<file path="config.mk">
export PLATFORM = sky130hd
export DESIGN_NAME = step_ctrl
export DESIGN_NICKNAME = d
export VERILOG_FILES = /design/src/rtl/step_ctrl_pkg.sv /design/src/rtl/edge_rise.sv /design/src/rtl/step_ctrl.sv
export SDC_FILE = /design/constraint.sdc
export NUM_CORES = 1
export LEC_CHECK = 0
export BUFFER_PORTS_ARGS = -buffer_cell sky130_fd_sc_hd__buf_2
export CAP_MARGIN = 20
export CELL_PAD_IN_SITES_DETAIL_PLACEMENT = 0
export CELL_PAD_IN_SITES_GLOBAL_PLACEMENT = 1
export CORE_ASPECT_RATIO = 0.75
export CORE_UTILIZATION = 41
export CTS_CLUSTER_DIAMETER = 80
export DETAILED_ROUTE_END_ITERATION = 10
export GPL_ROUTABILITY_DRIVEN = 1
export PLACE_DENSITY_LB_ADDON = 0.25
export SLEW_MARGIN = 25
export SYNTH_ARGS = -nofsm -noshare
export SYNTH_HDL_FRONTEND = slang
export SYNTH_HIERARCHICAL = 1
export SYNTH_SLANG_ARGS = --single-unit
</file>
<file path="constraint.sdc">
create_clock -name i_clk -period 3.41 [get_ports i_clk]
set_clock_uncertainty 0.05 [all_clocks]
set_input_delay 0 -clock i_clk [delete_from_list [all_inputs] [get_ports i_clk]]
set_output_delay 0 -clock i_clk [all_outputs]
set_load 0.02 [all_outputs]
</file>
<file path="src/rtl/step_ctrl_pkg.sv">
// Shared definitions for the bring-up execution controller: FSM encoding and
// the default button timing table shared with the debouncers.
package step_ctrl_pkg;

    typedef enum logic [1:0] {
        StIdle   = 2'd0,
        StHeld   = 2'd1,
        StRepeat = 2'd2
    } step_state_e;

    localparam int unsigned HOLD_CYCLES_DEFAULT   = 50_000_000;
    localparam int unsigned REPEAT_CYCLES_DEFAULT = 10_000_000;

    function automatic int unsigned max_u(input int unsigned a, input int unsigned b);
        return (a > b) ? a : b;
    endfunction

endpackage

</file>
<file path="src/rtl/edge_rise.sv">
// Rising-edge detector on a debounced level. The history register loads the
// live level even while in reset, so a level held through reset gives no edge.
module edge_rise (
    input  logic i_clk,
    input  logic i_rst,
    input  logic i_lvl,
    output logic o_rise
);

    logic r_prev;

    // Level history; reset deliberately loads the current level rather than 0.
    always_ff @(posedge i_clk) begin
        if (i_rst) begin
            r_prev <= i_lvl;
        end else begin
            r_prev <= i_lvl;
        end
    end

    assign o_rise = ~i_rst & i_lvl & ~r_prev;

endmodule

</file>
<file path="src/rtl/step_ctrl.sv">
// Processor execution control for FPGA bring-up: RUN/STEP mode toggle,
// single-step clock-enable pulses and a step counter for the display.
// Optional auto-repeat while the step button is held: STEP_AUTOREPEAT_EN.
module step_ctrl
    import step_ctrl_pkg::*;
#(
    parameter int unsigned HOLD_CYCLES   = HOLD_CYCLES_DEFAULT,
    parameter int unsigned REPEAT_CYCLES = REPEAT_CYCLES_DEFAULT,
    parameter int unsigned CNT_W         = 26,
    parameter int unsigned STEP_CNT_W    = 16
) (
    input  logic                  i_clk,
    input  logic                  i_rst,
    input  logic                  i_step_btn,
    input  logic                  i_mode_btn,
    input  logic                  i_halt,
    output logic                  o_cpu_en,
    output logic                  o_step_pulse,
    output logic                  o_run_mode,
    output logic [STEP_CNT_W-1:0] o_step_count
);

`ifdef STEP_AUTOREPEAT_EN
    localparam logic [CNT_W-1:0] HOLD_LAST   = CNT_W'(HOLD_CYCLES - 1);
    localparam logic [CNT_W-1:0] REPEAT_LAST = CNT_W'(REPEAT_CYCLES - 1);
`else
    // Without auto-repeat the timer only measures hold time; saturate so it never wraps.
    localparam logic [CNT_W-1:0] TIMER_SAT = CNT_W'(max_u(HOLD_CYCLES, REPEAT_CYCLES) - 1);
`endif

    step_state_e             r_state, w_state_next;
    logic [CNT_W-1:0]        r_timer, w_timer_next;
    logic                    r_run_mode, w_run_mode_next;
    logic                    r_step_pulse, w_step_pulse_next;
    logic                    r_cpu_en;
    logic [STEP_CNT_W-1:0]   r_step_count;
    logic                    w_step_rise;
    logic                    w_mode_rise;

    edge_rise u_step_edge (
        .i_clk  (i_clk),
        .i_rst  (i_rst),
        .i_lvl  (i_step_btn),
        .o_rise (w_step_rise)
    );

    edge_rise u_mode_edge (
        .i_clk  (i_clk),
        .i_rst  (i_rst),
        .i_lvl  (i_mode_btn),
        .o_rise (w_mode_rise)
    );

    // Next-state: mode toggle with halt priority, step FSM and hold timer.
    always_comb begin
        w_run_mode_next   = r_run_mode;
        w_state_next      = r_state;
        w_timer_next      = r_timer;
        w_step_pulse_next = 1'b0;

        if (i_halt) begin
            w_run_mode_next = 1'b0;
        end else if (w_mode_rise) begin
            w_run_mode_next = ~r_run_mode;
        end

        case (r_state)
            StIdle: begin
                w_timer_next = '0;
                // Acceptance uses the pre-toggle mode.
                if (w_step_rise && !r_run_mode) begin
                    w_step_pulse_next = 1'b1;
                    w_state_next      = StHeld;
                end
            end
            StHeld: begin
`ifdef STEP_AUTOREPEAT_EN
                if (!i_step_btn || w_run_mode_next || i_halt) begin
                    w_state_next = StIdle;
                    w_timer_next = '0;
                end else if (r_timer == HOLD_LAST) begin
                    w_step_pulse_next = 1'b1;
                    w_state_next      = StRepeat;
                    w_timer_next      = '0;
                end else begin
                    w_timer_next = r_timer + 1'b1;
                end
`else
                if (!i_step_btn) begin
                    w_state_next = StIdle;
                    w_timer_next = '0;
                end else if (r_timer != TIMER_SAT) begin
                    w_timer_next = r_timer + 1'b1;
                end
`endif
            end
            StRepeat: begin
`ifdef STEP_AUTOREPEAT_EN
                if (!i_step_btn || w_run_mode_next || i_halt) begin
                    w_state_next = StIdle;
                    w_timer_next = '0;
                end else if (r_timer == REPEAT_LAST) begin
                    w_step_pulse_next = 1'b1;
                    w_timer_next      = '0;
                end else begin
                    w_timer_next = r_timer + 1'b1;
                end
`else
                w_state_next = StIdle;
                w_timer_next = '0;
`endif
            end
            default: begin
                w_state_next = StIdle;
                w_timer_next = '0;
            end
        endcase
    end

    // State and output registers; cpu_en is built from next values so it lines up with them.
    always_ff @(posedge i_clk) begin
        if (i_rst) begin
            r_state      <= StIdle;
            r_timer      <= '0;
            r_run_mode   <= 1'b0;
            r_step_pulse <= 1'b0;
            r_cpu_en     <= 1'b0;
            r_step_count <= '0;
        end else begin
            r_state      <= w_state_next;
            r_timer      <= w_timer_next;
            r_run_mode   <= w_run_mode_next;
            r_step_pulse <= w_step_pulse_next;
            r_cpu_en     <= w_run_mode_next | w_step_pulse_next;
            r_step_count <= r_step_count + {{(STEP_CNT_W-1){1'b0}}, r_step_pulse};
        end
    end

    assign o_cpu_en     = r_cpu_en;
    assign o_step_pulse = r_step_pulse;
    assign o_run_mode   = r_run_mode;
    assign o_step_count = r_step_count;

endmodule

</file>
Word-level counts from Yosys, hierarchy flattened. Cells that the tools add are included.

Bits in registers: 23. Input port bits: 5. Output and inout port bits: 19.

Add/sub/neg operators: 1. Equality and inequality tests: 3. Muxes and demuxes: 7. Bitwise logic cells: 9. Reductions and logical operators: 4.

Operator list (count): $add 16x1->16 (1); $and 1x1->1 (4); $mux 1 (4); $mux 2 (2); $ne 2x2->1 const B (2); $not 1->1 (4); $pmux 2 s2 (1); $eq 2x1->1 const B (1); $logic_not 2->1 (1); $reduce_and 2->1 (1); $logic_and 1x1->1 (1); $logic_not 1->1 (1); $or 1x1->1 (1).

Logic depth before layout (Yosys ltp).
Word-level depth: 7. Mapped depth: 6.

Modules after synthesis. The synthesis kept the hierarchy.

By module, submodules not included: step_ctrl (times used 1, cells each 90, area an instance 869.6 um^2); edge_rise (times used 2, cells each 2, area an instance 32.5 um^2).

Worst setup path after synthesis. Ideal clock, no wire load.

Kind: register -> register. From: register r_step_count[0] (netlist: o_step_count[0]). To: register r_step_count[14] (netlist: o_step_count[14]). Setup time: 0.128 ns. Arrival time: 1.539 ns. Required time: 3.232 ns. Slack: 1.693 ns. Stages on the path, launching flop included: 7. Period minus slack after synthesis: 1.717 ns. Cells stage by stage: dfxtp_1 > ha_1 > ha_1 > nand4_2 > nor4_2 > xnor2_1 > nor2_1.

Cells in the longest elaborated chain, start to end: 1.

Ends and longest elaborated chain: start: declaration (line step_ctrl.sv:36) `logic [STEP_CNT_W-1:0] r_step_count;`; start signal: assignment (line step_ctrl.sv:135) `r_step_count <= r_step_count + {{(STEP_CNT_W-1){1'b0}}, r_step_pulse};`; $add 16x1->16 (line step_ctrl.sv:135).

Every way passes these cells. A chain may end at the register's enable or synchronous reset.

Worst setup path after layout.
From: register r_step_pulse (netlist: o_step_pulse). To: register r_step_count[14] (netlist: o_step_count[14]).

Cells in the longest elaborated chain, start to end: 1.

Ends and longest elaborated chain: start: declaration (line step_ctrl.sv:34) `logic r_step_pulse, w_step_pulse_next;`; start signal: assignment (line step_ctrl.sv:133) `r_step_pulse <= w_step_pulse_next;`; $add 16x1->16 (line step_ctrl.sv:135).

Every way passes these cells.

==> metrics.cfg <==
[global_route]
antenna_found_initial = 0
grt_pass1_wl_um = 3010
grt_overflow = 0
grt_use_total_pct = 16.5
grt_max_degree = 22
grt_pass1_vias = 647

[cells_and_area]
layout-drive-gt1-share_pct = 30.3
num-fill-cells = 203
fin_nets = 131
diodes = 0
syn2layout_area_growth_pct = 21.7
layout_commonest_cell = buf_2
layout_common_cells = buf_2, dfxtp_1, nor2_1

[die]
initial_core_util_pct = 44.8
dieArea_um2 = 2480
die_x_um = 57.1
die_h_um = 43.4
coreArea_um2 = 2080
row_count = 14
ios = 24

[sta]
fin_crit_sh_pct = 51.2
tightest_slew_ns = 0.396
setup_viol = 0
setup-tns-final_ns = 0
fin_hold_ws_ns = 0.0287
finalHoldViolCount = 0
slew_violations = 0
rsz0062_at_grt = no
post-route-min-period_ns = 1.75
relSlewSlack_pct = 73.6
fmax_ghz = 0.573

[logic_synthesis]
yosysTopAreaCellShare_pct = 47.1
seq_area_frac_synth_pct = 47.1
syn_inst = 94
yosysUniqueCellTypes = 22
syn_nets = 102
synth_area_leader_cell = dfxtp_1
syn_area_um2 = 935
yosys_warnings = 6
ys_ff_latch = 22
syn_area_per_cell_um2 = 9.94
yosys-top-cells-area = dfxtp_1, xnor2_1, nor4_2, nor2_1, ha_1

[drt]
drt-total-wl_um = 1830
routed_via_density = 5.02
final_antenna_net_count = 0
wire_per_inst_um = 12.5
drc_errors = 4
vias = 733
dr.pass1.iters = 7
first_iter_violations = 12

[worst_setup_path]
required_ns = 3.55
cp.buffers_inverters = 0
startpoint_type = register
crit_fanout = 6
critPathLaunch = o_step_pulse$_SDFF_PP0_
r2r_cells = 6
crit_top_cell = ha_1
r2r-start = o_step_pulse$_SDFF_PP0_
worstSetupEndpoint = o_step_count[14]$_SDFF_PP0_
r2r_slack_ns = 1.66
reg2reg_to = o_step_count[14]$_SDFF_PP0_
critical-path-slowest-cell = dfxtp_1
critPathMaxStageDelay_ns = 0.37
path_delay_family = simple AND/OR/NAND/NOR gates
crit_cells = 6
cp-end-kind = register
setup.worst_path.class = register to register
path_cells = ha_1 -> ha_1 -> nand4_2 -> nor4_2 -> xnor2_1 -> nor2_1
crit_arrival_ns = 1.89

[clock_network]
cts.sinks = 22
ctsRootBufferMaster = clkbuf_4
clk_latency_ns = 0.31
cts_tree = done
path_clk_slew_ns = 0.12
post_cts_resized = 0
cts.path.max_buffers = 2
cts_buffers = 3
htreeDepth = 1

[flow_run]
cap_violations = 0

[power_and_ir_drop]
vdd_drop_max_v = 0.000177
power_per_cell_area_nw_per_um2 = 372
p_leak_nw = 0.471

[worst_hold_path]
min_path_type = input pin to register

[run_status]
status = finished with violations
violations = design-rule violations

[placed_design]
gp_congestion = 0.785
io_buffers = 23
post-dp-hpwl_um = 1370

[cells by family (layout without fill, tap and decap cells)]
kind of cell | count (synthesis) | after routing | share of synthesized area, %
DFF | 22 | 22 | 47.1
xor gates and xnor gates | 13 | 13 | 12.2
adders and majority gates | 3 | 3 | 4.02
buffers and inverters | 5 | 33 | 2.14
and+or+nand+nor | 46 | 46 | 31.9
AOI/OAI and AO/OA | 5 | 5 | 2.68
[registers in the layout, indices dropped and copies added (netlist names)]
signal	flops
u_step_edge/r_prev	1
r_state	1
o_step_count	16
o_run_mode	1
o_step_pulse	1
o_cpu_en	1
u_mode_edge/r_prev	1
[layer usage]
metal  vias to the layer above  part of all wire, %  global-route usage, %
met2                        19                   42                   22.4
met4                         0                 0.71                   4.39
met1                       334                   53                   24.3
li1                        378                    -                      -
met3                         2                  4.4                   6.27
met5                         -                    0                      0
[metrics by stage]
step	util, %	setup slack [ns]	area [µm²]	instances	total power, mW
2_1_floorplan	-	1.69	935	94	0.277
3_3_place_gp	51.4	1.79	1070	139	0.282
3_5_place_dp	51.4	1.69	1070	139	0.283
4_1_cts	54.6	1.65	1140	146	0.430
5_1_grt	54.6	1.53	1140	146	0.442
6_report	54.6	1.66	1140	146	0.423
[worst min-delay path by stage]
| stage | slack, ns | end | cells past startpoint | startpoint |
|---|---|---|---|---|
| floorplan | -0.02 | u_mode_edge/r_prev$_DFF_P_ | 0 | i_mode_btn |
| global placement | 0.06 | u_mode_edge/r_prev$_DFF_P_ | 1 | i_mode_btn |
| detailed placement | 0.07 | u_mode_edge/r_prev$_DFF_P_ | 1 | i_mode_btn |
| CTS | 0.02 | o_step_count[6]$_SDFF_PP0_ | 2 | i_rst |
| global route | 0.03 | o_step_count[10]$_SDFF_PP0_ | 2 | i_rst |
| finish | 0.03 | o_step_count[4]$_SDFF_PP0_ | 2 | i_rst |
[area by class of cell]
cell class | instances | area, µm² | area share (%)
multi-input cells | 67 | 474 | 41.7
flip-flops and latches | 22 | 440 | 38.7
repair buffers | 26 | 145 | 12.8
clock buffers | 4 | 36.3 | 3.19
well taps | 24 | 30.0 | 2.64
inverters | 3 | 11.3 | 0.990
[power by group]
part	switching (mW)	internal [mW]	leakage [nW]
Combinational	0.00936	0.00772	0.272
Sequential	0.00169	0.260	0.178
Clock	0.0783	0.0652	0.0210
Total	0.0894	0.333	0.471
[cells in the mapped netlist (all sizes together)]
cell type and instances:
a21oi 2, buf 2, dfxtp 22, ha 3, inv 3, nand2 6
nand2b 1, nand3 5, nand4 5, nor2 13, nor2b 2, nor3 4
nor3b 2, nor4 5, o21ai 3, or3 2, or4b 1, xnor2 11
xor2 2
[what timing repair did]
action                                  CTS  global route
endpoints found under the hold margin     5             0
hold buffers                              3             0
setup buffers                             0             0
endpoints found under the setup margin    0             0
Note: power is estimated with default switching activity, not from simulation.
